===== config.mk =====
export PLATFORM = sky130hd
export DESIGN_NAME = sat_counter
export DESIGN_NICKNAME = d
export VERILOG_FILES = /design/src/rtl/lvds_rx_checker_sat_counter.sv
export SDC_FILE = /design/constraint.sdc
export NUM_CORES = 1
export LEC_CHECK = 0
export BUFFER_PORTS_ARGS = -buffer_cell sky130_fd_sc_hd__buf_2
export CAP_MARGIN = 40
export CORE_MARGIN = 2
export CORE_UTILIZATION = 48
export DETAILED_ROUTE_END_ITERATION = 8
export PLACE_DENSITY = 0.75
export SLEW_MARGIN = 40
export SYNTH_ARGS = -nofsm -noshare
export SYNTH_HDL_FRONTEND = slang
export SYNTH_SLANG_ARGS = --single-unit

===== constraint.sdc =====
create_clock -name clk -period 1.75 [get_ports clk]
set_input_delay 0.175 -clock clk [delete_from_list [all_inputs] [get_ports clk]]
set_output_delay 0.175 -clock clk [all_outputs]
set_load 0.1 [all_outputs]

===== src/rtl/lvds_rx_checker_sat_counter.sv =====
// Saturating up-counter with a synchronous clear that overrides any increment.
module sat_counter #(
    parameter int W = 32
) (
    input  logic         clk,
    input  logic         resetn,
    input  logic         inc,
    input  logic         clr,
    output logic [W-1:0] q
);

    logic [W-1:0] q_reg;

    always_ff @(posedge clk) begin
        if (!resetn) begin
            q_reg <= '0;
        end else if (clr) begin
            q_reg <= '0;
        end else if (inc && (q_reg != {W{1'b1}})) begin
            q_reg <= q_reg + W'(1);
        end
    end

    assign q = q_reg;

endmodule


==> metrics.md <==
| Metric | Value |
|---|---|
| Via count | `1908` |
| Startpoint Class | `flop` |
| Initial Utilization | `49.98%` |
| CTS tree | `yes` |
| DIE AREA | `3962 um2` |
| Cell area after synthesis | `1668 um2` |
| P_leak | `0.9725 nW` |
| Sequential power share | `52.1%` |
| Fraction of registers with async set/reset | `0%` |
| Outcome | `complete, but fails checks` |
| Syn_nets | `208` |
| Worst Hold Depth | `4` |
| Critical Path Fanout Max | `6` |
| Synthesized area per cell | `8.216 um2` |
| Critical Path End Type | `flop` |
| P_sw | `0.0003118 W` |
| Layout cell share with drive strength beyond 1 | `50.35%` |
| I/O pin cnt | `36` |
| Clk pwr share | `42.5%` |
| Max_slew headroom | `66.63%` |
| Area of the core | `3337 um2` |
| Max reg flops | `32` |
| Pwr dens | `523.3 nW/um2` |
| Hold Crit Start | `resetn` |
| Setup WS post-layout | `-0.03368 ns` |
| Worst Skew | `0.009921 ns` |
| PortBufs | `35` |
| Clock sink count | `32` |
| Final total power | `0.001322 W` |
| R2r startpoint | `q[12]$_SDFFE_PP0P_` |
| Drt pass-1 iters | `4` |
| Max cap viols | `0` |
| Fmax | `560.6 MHz` |
| Die X | `62.95 um` |
| Failing checks | `setup timing` |
| Number of antenna violations at the first check in global routing | `0` |
| P_int | `0.001010 W` |
| Layout net count | `286` |
| Hold Crit Endpoint | `q[5]$_SDFFE_PP0P_` |
| H-tree Lvls | `2` |
| Number of vias per cell | `5.817` |
| Die H | `62.95 um` |
| Placed insts | `314` |
| Post-DP HPWL | `3137 um` |
| Final setup fails | `17` |
| Flop-to-flop setup slack | `-0.03 ns` |
| Worst skew pair latency | `0.35 ns` |
| Final Hold Viols | `0` |
| Vias in the first global route | `1675` |
| Register area share after synthesis | `38.41%` |
| Ant. Diodes | `0` |
| Min Tclk post-route | `1.784 ns` |
| Routability cong. | `0.8820` |
| Hold crit path type | `input port to flop` |
| Reg2reg end | `q[4]$_SDFFE_PP0P_` |
| Sw frac | `23.59%` |
| Fill cells | `237` |
| First-pass GRT wire length | `7403 um` |
| Commonest non-fill, non-tap cells in the layout | `buf_2, buf_4, dfxtp_4, a21oi_1, nor2_1` |
| Crit Path Class | `flop to flop` |
| Comb power frac | `5.4%` |
| Total Routed Length | `4758 um` |
| Cts bufs inserted | `5` |
| Clock Path Buffers | `2` |
| CP arrival | `2.06 ns` |
| CTS clk-pin slew, worst paths | `0.10 ns` |
| Worst r2r path cells | `5` |
| Synth Warn # | `0` |
| Pre-CTS setup slack | `-0.01257 ns` |
| Post-route DRC | `0` |
| Synth cell types | `40` |
| Initial DRC Count | `116` |
| Cells after synthesis | `203` |
| RSZ-0062 raised after global routing | `yes` |
| Area taken by multi-input logic gates | `1105 um2` |
| Final Slew Violations | `0` |
| Wire length per cell | `14.51 um` |
| Max VDD drop | `0.0003391 V` |
| Main flop type after synthesis | `dfxtp_1` |
| Area growth syn-to-layout | `51.46%` |
| Final cell count without fillers | `328` |
| Tightest Pin Transition | `0.4996 ns` |
| Row count | `21` |
| Fin crit share | `101.9%` |
| Total grt overflow | `0` |
| Largest net degree at the start of global routing | `31` |
| Antenna-violating nets left | `0` |
| All-Layer GR Usage | `23.50%` |
| Register area | `750.7 um2` |
| #FFs+latches synth | `32` |
| EDFF count, synth | `0` |
| Root Driver | `clkbuf_4` |
| Critical path required time | `2.03 ns` |
==> cells by family after synthesis <==
family | synth area share [%]
simple gates | 34.51
compound gates | 18.38
flops | 38.41
buf+inv | 2.626
xor+xnor | 4.726
mux | 0.6002
fa+ha+maj | 0.7501
==> through the flow <==
stage               TNS (ns)  utilization (%)  hold slack (ns)  instance area [um2]
floorplan             -7.562                -           0.4028                 1814
global placement           0            68.73           0.4576                 2293
detailed placement  -0.02391            68.73           0.4711                 2293
CTS                  -0.1219            72.29           0.1713                 2412
global route          -2.103            75.70           0.2163                 2526
finish               -0.2167            75.70           0.1786                 2526
==> worst max-delay path, stage by stage, from the launching register on <==
cell and delay [ns]:
dfxtp_4 0.38, nand3_4 0.08, or4_4 0.60, o31a_1 0.35, a21o_1 0.21, a21oi_1 0.10
==> cell type report <==
class	instances	share of cell area (%)
clock buffer	6	1.634
clock inverter	2	1.387
inverter	2	0.2972
multi-input combinational	161	43.73
sequential	32	29.72
tap	46	2.278
timing repair buffer	79	20.95
==> how the worst max path moves through the flow <==
| stage | startpoint | end | slack, ns | cells after the start |
|---|---|---|---|---|
| floorplan | q[17]$_SDFFE_PP0P_ | q[11]$_SDFFE_PP0P_ | -0.32 | 6 |
| global placement | q[18]$_SDFFE_PP0P_ | q[4]$_SDFFE_PP0P_ | 0.00007 | 5 |
| detailed placement | q[12]$_SDFFE_PP0P_ | q[31]$_SDFFE_PP0P_ | -0.01 | 7 |
| CTS | q[18]$_SDFFE_PP0P_ | q[31]$_SDFFE_PP0P_ | -0.02 | 7 |
| global route | q[1]$_SDFFE_PP0P_ | q[31]$_SDFFE_PP0P_ | -0.14 | 7 |
| finish | q[12]$_SDFFE_PP0P_ | q[4]$_SDFFE_PP0P_ | -0.03 | 5 |
==> cell usage after synthesis (all sizes together) (2+ instances only) <==
| library cell | instances | area [um2] |
|---|---|---|
| nand4 | 14 | 87.58 |
| nand3 | 11 | 60.06 |
| o31ai | 2 | 28.78 |
| buf | 3 | 17.52 |
| or3 | 15 | 93.84 |
| a31o | 2 | 17.52 |
| a21oi | 21 | 105.1 |
| xnor2 | 9 | 78.83 |
| nor3 | 3 | 25.02 |
| inv | 2 | 7.510 |
| nor4 | 3 | 31.28 |
| or4 | 3 | 26.27 |
| and3 | 9 | 56.30 |
| o21ai | 15 | 75.07 |
| nand2 | 15 | 56.30 |
| dfxtp | 32 | 640.6 |
| nor2 | 16 | 60.06 |
| nand2b | 2 | 12.51 |
| and4 | 3 | 26.28 |
| a2111oi | 2 | 17.52 |
| or2 | 3 | 18.77 |
| clkbuf | 5 | 18.77 |
| a211oi | 3 | 22.52 |
==> routing by layer <==
metal,share of wire (%),routed length [um],vias up,GRT usage [%]
met3,6.4,306,14,5.225
li1,-,-,926,-
met2,49,2339,66,37.90
met4,2.7,129,0,11.67
met1,42,1982,902,29.39
met5,0,0,-,0
==> power by group through the flow <==
stage	registers, W	logic (W)	clock network [W]
3_3_place_gp	0.000705	0.0000612	0
4_1_cts	0.000688	0.0000626	0.000575
2_1_floorplan	0.000719	0.0000324	0
6_report	0.000689	0.0000719	0.000561
3_5_place_dp	0.000706	0.0000621	0
5_1_grt	0.000689	0.0000778	0.000602
==> timing repair <==
action                     CTS  global route
pin swaps                    0             8
buffers inserted             2             3
cloned                       0             1
hold buffers                 0             0
gates resized for setup      4            19
setup endpoints to repair   19            29
Power figures use the tool's default switching activity.
